<file path="config.mk">
export PLATFORM = sky130hd
export DESIGN_NAME = tx_frame_arbiter_flat
export DESIGN_NICKNAME = d
export VERILOG_FILES = /design/src/rtl/tx_frame_arbiter_pkg.sv /design/src/rtl/tx_frame_arbiter_if.sv /design/src/rtl/tx_frame_arbiter_rr_pick3.sv /design/src/rtl/tx_frame_arbiter.sv /design/src/flat_wrapper.sv
export SDC_FILE = /design/constraint.sdc
export NUM_CORES = 1
export LEC_CHECK = 0
export CORE_MARGIN = 3
export CORE_UTILIZATION = 45
export DETAILED_ROUTE_END_ITERATION = 16
export PLACE_DENSITY = 0.72
export SETUP_SLACK_MARGIN = 0.02
export SYNTH_ARGS = -nofsm -noshare
export SYNTH_HDL_FRONTEND = slang
export SYNTH_SLANG_ARGS = --single-unit
</file>
<file path="constraint.sdc">
create_clock -name CLK -period 2.7 [get_ports CLK]
set_clock_uncertainty 0.1 [all_clocks]
set_input_delay 0.27 -clock CLK [delete_from_list [all_inputs] [get_ports CLK]]
set_output_delay 0.27 -clock CLK [all_outputs]
set_load 0.05 [all_outputs]
</file>
<file path="src/rtl/tx_frame_arbiter_pkg.sv">
// Shared constants for the TX byte-path arbiter: source indices, FSM encoding
// and the round-robin successor helper.
package tx_frame_arbiter_pkg;

  localparam int unsigned NUM_SRC = 3;

  localparam logic [1:0] SRC_ARP  = 2'd0;
  localparam logic [1:0] SRC_ICMP = 2'd1;
  localparam logic [1:0] SRC_UDP  = 2'd2;
  localparam logic [1:0] SRC_NONE = 2'd3;

  typedef enum logic [1:0] {
    ST_IDLE = 2'd0,
    ST_XFER = 2'd1,
    ST_GAP  = 2'd2
  } arb_state_e;

  function automatic logic [1:0] next_src(input logic [1:0] idx);
    return (idx == SRC_UDP) ? SRC_ARP : idx + 2'd1;
  endfunction

endpackage

</file>
<file path="src/rtl/tx_frame_arbiter_if.sv">
// Bundle of request, per-source byte lanes and the arbitrated output toward
// the MAC coder. The slave modport is the arbiter side.
interface tx_frame_arbiter_if;
  import tx_frame_arbiter_pkg::*;

  logic [NUM_SRC-1:0]   REQ;
  logic [NUM_SRC-1:0]   GNT;
  logic [8*NUM_SRC-1:0] IN_DATA;
  logic [NUM_SRC-1:0]   IN_VLD;
  logic [NUM_SRC-1:0]   IN_LAST;
  logic [7:0]           OUT_DATA;
  logic                 OUT_VLD;
  logic                 OUT_LAST;
  logic [1:0]           OUT_SRC;
  logic                 OUT_ABORT;
  logic                 BUSY;

  modport master (
    output REQ, IN_DATA, IN_VLD, IN_LAST,
    input  GNT, OUT_DATA, OUT_VLD, OUT_LAST, OUT_SRC, OUT_ABORT, BUSY
  );

  modport slave (
    input  REQ, IN_DATA, IN_VLD, IN_LAST,
    output GNT, OUT_DATA, OUT_VLD, OUT_LAST, OUT_SRC, OUT_ABORT, BUSY
  );

endinterface

</file>
<file path="src/rtl/tx_frame_arbiter_rr_pick3.sv">
// Combinational round-robin selector: first set request bit scanning from
// ptr_i upward, wrapping modulo 3.
module rr_pick3
  import tx_frame_arbiter_pkg::*;
(
  input  logic [NUM_SRC-1:0] req_i,
  input  logic [1:0]         ptr_i,
  output logic               vld_o,
  output logic [1:0]         idx_o
);

  logic [1:0] cand;

  always_comb begin
    vld_o = 1'b0;
    idx_o = SRC_NONE;
    cand  = ptr_i;
    for (int unsigned k = 0; k < NUM_SRC; k++) begin
      if (!vld_o && req_i[cand]) begin
        vld_o = 1'b1;
        idx_o = cand;
      end
      cand = next_src(cand);
    end
  end

endmodule

</file>
<file path="src/rtl/tx_frame_arbiter.sv">
// Grants one of three frame sources to the MAC byte path, forwards its bytes
// with one cycle of latency, enforces the inter-frame gap and aborts stalls.
module tx_frame_arbiter
  import tx_frame_arbiter_pkg::*;
#(
  parameter int unsigned IFG_CYCLES     = 12,
  parameter int unsigned TIMEOUT_CYCLES = 2048
) (
  input logic               CLK,
  input logic               RST,
  tx_frame_arbiter_if.slave bus
);

  localparam logic [15:0] STALL_LAST = 16'(TIMEOUT_CYCLES - 1);
  localparam logic [7:0]  GAP_LAST   = 8'(IFG_CYCLES - 1);

  arb_state_e         state_q;
  logic [1:0]         ptr_q;
  logic [1:0]         src_q;
  logic [NUM_SRC-1:0] gnt_q;
  logic [15:0]        stall_q;
  logic [7:0]         gap_q;
  logic [7:0]         out_data_q;
  logic               out_vld_q;
  logic               out_last_q;
  logic               out_abort_q;
  logic               busy_q;

  logic               pick_vld;
  logic [1:0]         pick_idx;
  logic               sel_vld;
  logic               sel_last;
  logic [7:0]         sel_data;
  logic               timeout;
  logic               frame_end;

  rr_pick3 u_pick (
    .req_i (bus.REQ),
    .ptr_i (ptr_q),
    .vld_o (pick_vld),
    .idx_o (pick_idx)
  );

  always_comb begin
    sel_vld  = 1'b0;
    sel_last = 1'b0;
    sel_data = '0;
    case (src_q)
      SRC_ARP:  begin sel_vld = bus.IN_VLD[0]; sel_last = bus.IN_LAST[0]; sel_data = bus.IN_DATA[7:0];   end
      SRC_ICMP: begin sel_vld = bus.IN_VLD[1]; sel_last = bus.IN_LAST[1]; sel_data = bus.IN_DATA[15:8];  end
      SRC_UDP:  begin sel_vld = bus.IN_VLD[2]; sel_last = bus.IN_LAST[2]; sel_data = bus.IN_DATA[23:16]; end
      default: ;
    endcase
  end

  // A byte on the would-be timeout cycle wins: timeout only counts empty cycles.
  assign timeout   = !sel_vld && (stall_q == STALL_LAST);
  assign frame_end = (sel_vld && sel_last) || timeout;

  always_ff @(posedge CLK or negedge RST) begin
    if (!RST) begin
      state_q     <= ST_IDLE;
      ptr_q       <= SRC_ARP;
      src_q       <= SRC_NONE;
      gnt_q       <= '0;
      stall_q     <= '0;
      gap_q       <= '0;
      out_data_q  <= '0;
      out_vld_q   <= 1'b0;
      out_last_q  <= 1'b0;
      out_abort_q <= 1'b0;
      busy_q      <= 1'b0;
    end else begin
      out_vld_q   <= 1'b0;
      out_last_q  <= 1'b0;
      out_abort_q <= 1'b0;
      case (state_q)
        ST_IDLE: begin
          if (pick_vld) begin
            state_q <= ST_XFER;
            gnt_q   <= NUM_SRC'(1) << pick_idx;
            src_q   <= pick_idx;
            stall_q <= '0;
            busy_q  <= 1'b1;
          end
        end
        ST_XFER: begin
          if (sel_vld) begin
            out_data_q <= sel_data;
            out_vld_q  <= 1'b1;
            out_last_q <= sel_last;
            stall_q    <= '0;
          end else if (!timeout) begin
            stall_q <= stall_q + 16'd1;
          end
          out_abort_q <= timeout;
          if (frame_end) begin
            state_q <= ST_GAP;
            gnt_q   <= '0;
            src_q   <= SRC_NONE;
            ptr_q   <= next_src(src_q);
            stall_q <= '0;
            gap_q   <= '0;
          end
        end
        ST_GAP: begin
          if (gap_q == GAP_LAST) begin
            state_q <= ST_IDLE;
            gap_q   <= '0;
            busy_q  <= 1'b0;
          end else begin
            gap_q <= gap_q + 8'd1;
          end
        end
        default: state_q <= ST_IDLE;
      endcase
    end
  end

  assign bus.GNT       = gnt_q;
  assign bus.OUT_DATA  = out_data_q;
  assign bus.OUT_VLD   = out_vld_q;
  assign bus.OUT_LAST  = out_last_q;
  assign bus.OUT_SRC   = src_q;
  assign bus.OUT_ABORT = out_abort_q;
  assign bus.BUSY      = busy_q;

endmodule

</file>
<file path="src/flat_wrapper.sv">
// flat-port wrapper written by rule: the top's interface ports become plain ports
module tx_frame_arbiter_flat import tx_frame_arbiter_pkg::*;
#(
  parameter int unsigned IFG_CYCLES     = 12,
  parameter int unsigned TIMEOUT_CYCLES = 2048
)
  (CLK, RST, bus_REQ, bus_IN_DATA, bus_IN_VLD, bus_IN_LAST, bus_GNT, bus_OUT_DATA, bus_OUT_VLD, bus_OUT_LAST, bus_OUT_SRC, bus_OUT_ABORT, bus_BUSY);
  tx_frame_arbiter_if bus_i ();
  input logic CLK;
  input logic RST;
  input wire logic [$bits(bus_i.REQ)-1:0] bus_REQ;
  input wire logic [$bits(bus_i.IN_DATA)-1:0] bus_IN_DATA;
  input wire logic [$bits(bus_i.IN_VLD)-1:0] bus_IN_VLD;
  input wire logic [$bits(bus_i.IN_LAST)-1:0] bus_IN_LAST;
  output wire logic [$bits(bus_i.GNT)-1:0] bus_GNT;
  output wire logic [$bits(bus_i.OUT_DATA)-1:0] bus_OUT_DATA;
  output wire logic [$bits(bus_i.OUT_VLD)-1:0] bus_OUT_VLD;
  output wire logic [$bits(bus_i.OUT_LAST)-1:0] bus_OUT_LAST;
  output wire logic [$bits(bus_i.OUT_SRC)-1:0] bus_OUT_SRC;
  output wire logic [$bits(bus_i.OUT_ABORT)-1:0] bus_OUT_ABORT;
  output wire logic [$bits(bus_i.BUSY)-1:0] bus_BUSY;
  assign bus_i.REQ = bus_REQ;
  assign bus_i.IN_DATA = bus_IN_DATA;
  assign bus_i.IN_VLD = bus_IN_VLD;
  assign bus_i.IN_LAST = bus_IN_LAST;
  assign bus_GNT = bus_i.GNT;
  assign bus_OUT_DATA = bus_i.OUT_DATA;
  assign bus_OUT_VLD = bus_i.OUT_VLD;
  assign bus_OUT_LAST = bus_i.OUT_LAST;
  assign bus_OUT_SRC = bus_i.OUT_SRC;
  assign bus_OUT_ABORT = bus_i.OUT_ABORT;
  assign bus_BUSY = bus_i.BUSY;
  tx_frame_arbiter #(.IFG_CYCLES(IFG_CYCLES), .TIMEOUT_CYCLES(TIMEOUT_CYCLES)) u_core (.CLK(CLK), .RST(RST), .bus(bus_i));
endmodule
</file>
==> impl_metrics.env <==
export IMPL_core_um2=5240
export IMPL_cts_tree="built"
export IMPL_synth_flop_cell="dfrtp_1"
export IMPL_nets=359
export IMPL_ant_nets=0
export IMPL_postCtsSetupBuffers=0
export IMPL_first_pass_iters=4
export IMPL_grt_first_pass_wirelength_mm=9.54
export IMPL_clock_fmax_mhz=428
export IMPL_dp_hpwl_mm=4.21
export IMPL_vias_per_cell=5.48
export IMPL_relSlewSlack=0.332
export IMPL_root_buffer="clkbuf_8"
export IMPL_tightest_slew_ns=1.00
export IMPL_numClockSinks=45
export IMPL_routed_wl_mm=5.73
export IMPL_ctsHoldBuffers=0
export IMPL_leakagePower_uw=0.00136
export IMPL_ys_seq_area_frac=0.449
export IMPL_grt_ovfl_total=0
export IMPL_hold_viol=0
export IMPL_vias=2154
export IMPL_clkTransAtPathRegs_ns=0.09
export IMPL_antenna_found_initial=0
export IMPL_synthTopCellsByCount="dfrtp_1 (43), nand2_1 (29), nor2_1 (22), o21ai_0 (22), a21oi_1 (20)"
export IMPL_fin_hold_ws_ns=0.0325
export IMPL_setup_viol=0
export IMPL_utilization=0.611
export IMPL_fp_row_count=26
export IMPL_endpoint_kind="primary output"
export IMPL_crit_fanout=20
export IMPL_path_buf_inv=1
export IMPL_start_kind="flop"
export IMPL_netlist_area_leader_share=0.428
export IMPL_syn_area_per_cell_um2=9.34
export IMPL_drc_errors=0
export IMPL_cp_top_family="buffers and inverters"
export IMPL_yosys_area_top_type="dfrtp_1"
export IMPL_syn2layout_area_growth_pct=27.4
export IMPL_critPathMaxStageDelay_ns=0.88
export IMPL_critPathKind="reg2out"
export IMPL_pin_count=52
export IMPL_drt_initial_drc_count=85
export IMPL_crit_chain="clkdlybuf4s50_1"
export IMPL_synthTopCellsByArea="dfrtp_1 (43%), mux2i_1 (4.4%), o21ai_0 (4.4%)"
export IMPL_numCtsBuffers=5
export IMPL_yosysMostFrequentCell="dfrtp_1"
export IMPL_pre_cts_slack_ns=0.397
export IMPL_post_cts_resized=0
export IMPL_async_flop_share=1.00
export IMPL_slew_violations=0
export IMPL_hold_class="in2async"
export IMPL_fin_crit_ns=2.33
export IMPL_ys_ff_latch=45
export IMPL_setup_ws_ns=0.366
export IMPL_track_usage=0.189
export IMPL_die_y_um=80.7
export IMPL_cap_violations=0
export IMPL_diodes=0
export IMPL_fin_setup_tns_ns=0
export IMPL_die_area_um2=6520
export IMPL_port_buffers=51
export IMPL_rsz0062_at_grt="false"
export IMPL_syn_area_um2=2510
export IMPL_syn_inst=269
export IMPL_worstSkewPairLatency_ns=0.30
export IMPL_syn_nets=306
export IMPL_grt_max_degree=46
export IMPL_htree_num_levels=2
export IMPL_routedWlPerCell_um=14.6
export IMPL_power_per_cell_area_nw_per_um2=1030
export IMPL_die_w_um=80.7
export IMPL_cp_slowest_cell="clkdlybuf4s50_1"
export IMPL_drive_above_1_share=0.0929
export IMPL_ys_types=57
export IMPL_gp_congestion=0.811
export IMPL_cp_arrival_ns=1.96
export IMPL_status="finished, final reports clean"
export IMPL_initial_utilization=0.480
export IMPL_clk_path_buf_depth=2
export IMPL_ys_warn_count=0
export IMPL_fin_crit_sh=0.864
export IMPL_synth_edff_count=0
export IMPL_critPathRequiredTime_ns=2.33
export IMPL_peakVddDrop_mv=0.563
export IMPL_grt_pass1_vias=2047
cell families after synthesis:
| kind of cell | count (synthesis) | synth area share |
|---|---|---|
| xor+xnor | 4 | 0.0139 |
| buf+inv | 18 | 0.0378 |
| mux | 14 | 0.0598 |
| flops | 45 | 0.449 |
| compound gates | 81 | 0.209 |
| simple gates | 105 | 0.220 |
| fa+ha+maj | 2 | 0.00996 |
stage by stage:
step	power (uW)	instances	cell area [um^2]
2_1_floorplan	2310	269	2510
3_3_place_gp	2760	385	3090
3_5_place_dp	2790	385	3090
4_1_cts	3330	393	3200
5_1_grt	3530	393	3200
6_report	3300	393	3200
sequential cells by signal, indices dropped and copies added, names as in the netlist:
signal and flops:
u_core.bus.BUSY 1, u_core.bus.GNT 3, u_core.bus.OUT_ABORT 1, u_core.bus.OUT_DATA 8
u_core.bus.OUT_LAST 1, u_core.bus.OUT_SRC 2, u_core.bus.OUT_VLD 1, u_core.gap_q 8
u_core.ptr_q 2, u_core.stall_q 16, u_core.state_q 2
routing by layer:
| metal | part of all wire | track usage | vias up | wire length [um] |
|---|---|---|---|---|
| met5 | 0 | 0 | - | 0 |
| met4 | 0.0054 | 0.0574 | 0 | 31 |
| met3 | 0.031 | 0.0516 | 2 | 175 |
| met2 | 0.49 | 0.311 | 27 | 2820 |
| met1 | 0.47 | 0.242 | 1034 | 2690 |
| li1 | - | - | 1091 | - |
report_power, final:
group	leakage (uW)	internal [uW]	total (uW)	switching (uW)
clock	0.0000585	302	526	225
sequential	0.000593	878	1140	262
combinational	0.000707	670	1630	964
total	0.00136	1850	3300	1450
worst paths after layout:
check | from | end | slack, ns | depth (start not counted)
max | u_core.bus.OUT_SRC[1] | bus_OUT_SRC[1] | 0.37 | 1
min | RST | u_core.stall_q[7] | 0.03 | 1
max reg2reg | u_core.bus.OUT_SRC[0] | u_core.ptr_q[1] | 0.42 | 5
min reg2reg | u_core.stall_q[8] | u_core.stall_q[8] | 0.39 | 1
max in group asynchronous | RST | u_core.bus.GNT[2] | 1.85 | 1
min in group CLK | u_core.stall_q[8] | u_core.stall_q[8] | 0.39 | 1
area by class of cell:
cell class | instances | area [um^2]
fill | 462 | 2040
timing repair buffer | 58 | 558
clock buffer | 7 | 86.3
clock inverter | 1 | 30.0
tap | 70 | 87.6
sequential | 45 | 1130
multi-input combinational | 206 | 1290
inverter | 6 | 22.5
cells in the final DEF, fill, tap and decap left out, types with 5 or more instances in the layout:
master	netlist	routed
dfrtp_1	43	43
clkdlybuf4s50_1	0	50
nand2_1	29	29
nand3_1	12	12
a31oi_1	6	6
o21ai_0	22	22
buf_4	0	7
nor3_1	5	5
clkbuf_8	0	6
a21oi_1	20	20
inv_1	6	6
nor2_1	22	22
mux2i_1	11	11
Power figures use the tool's default switching activity.
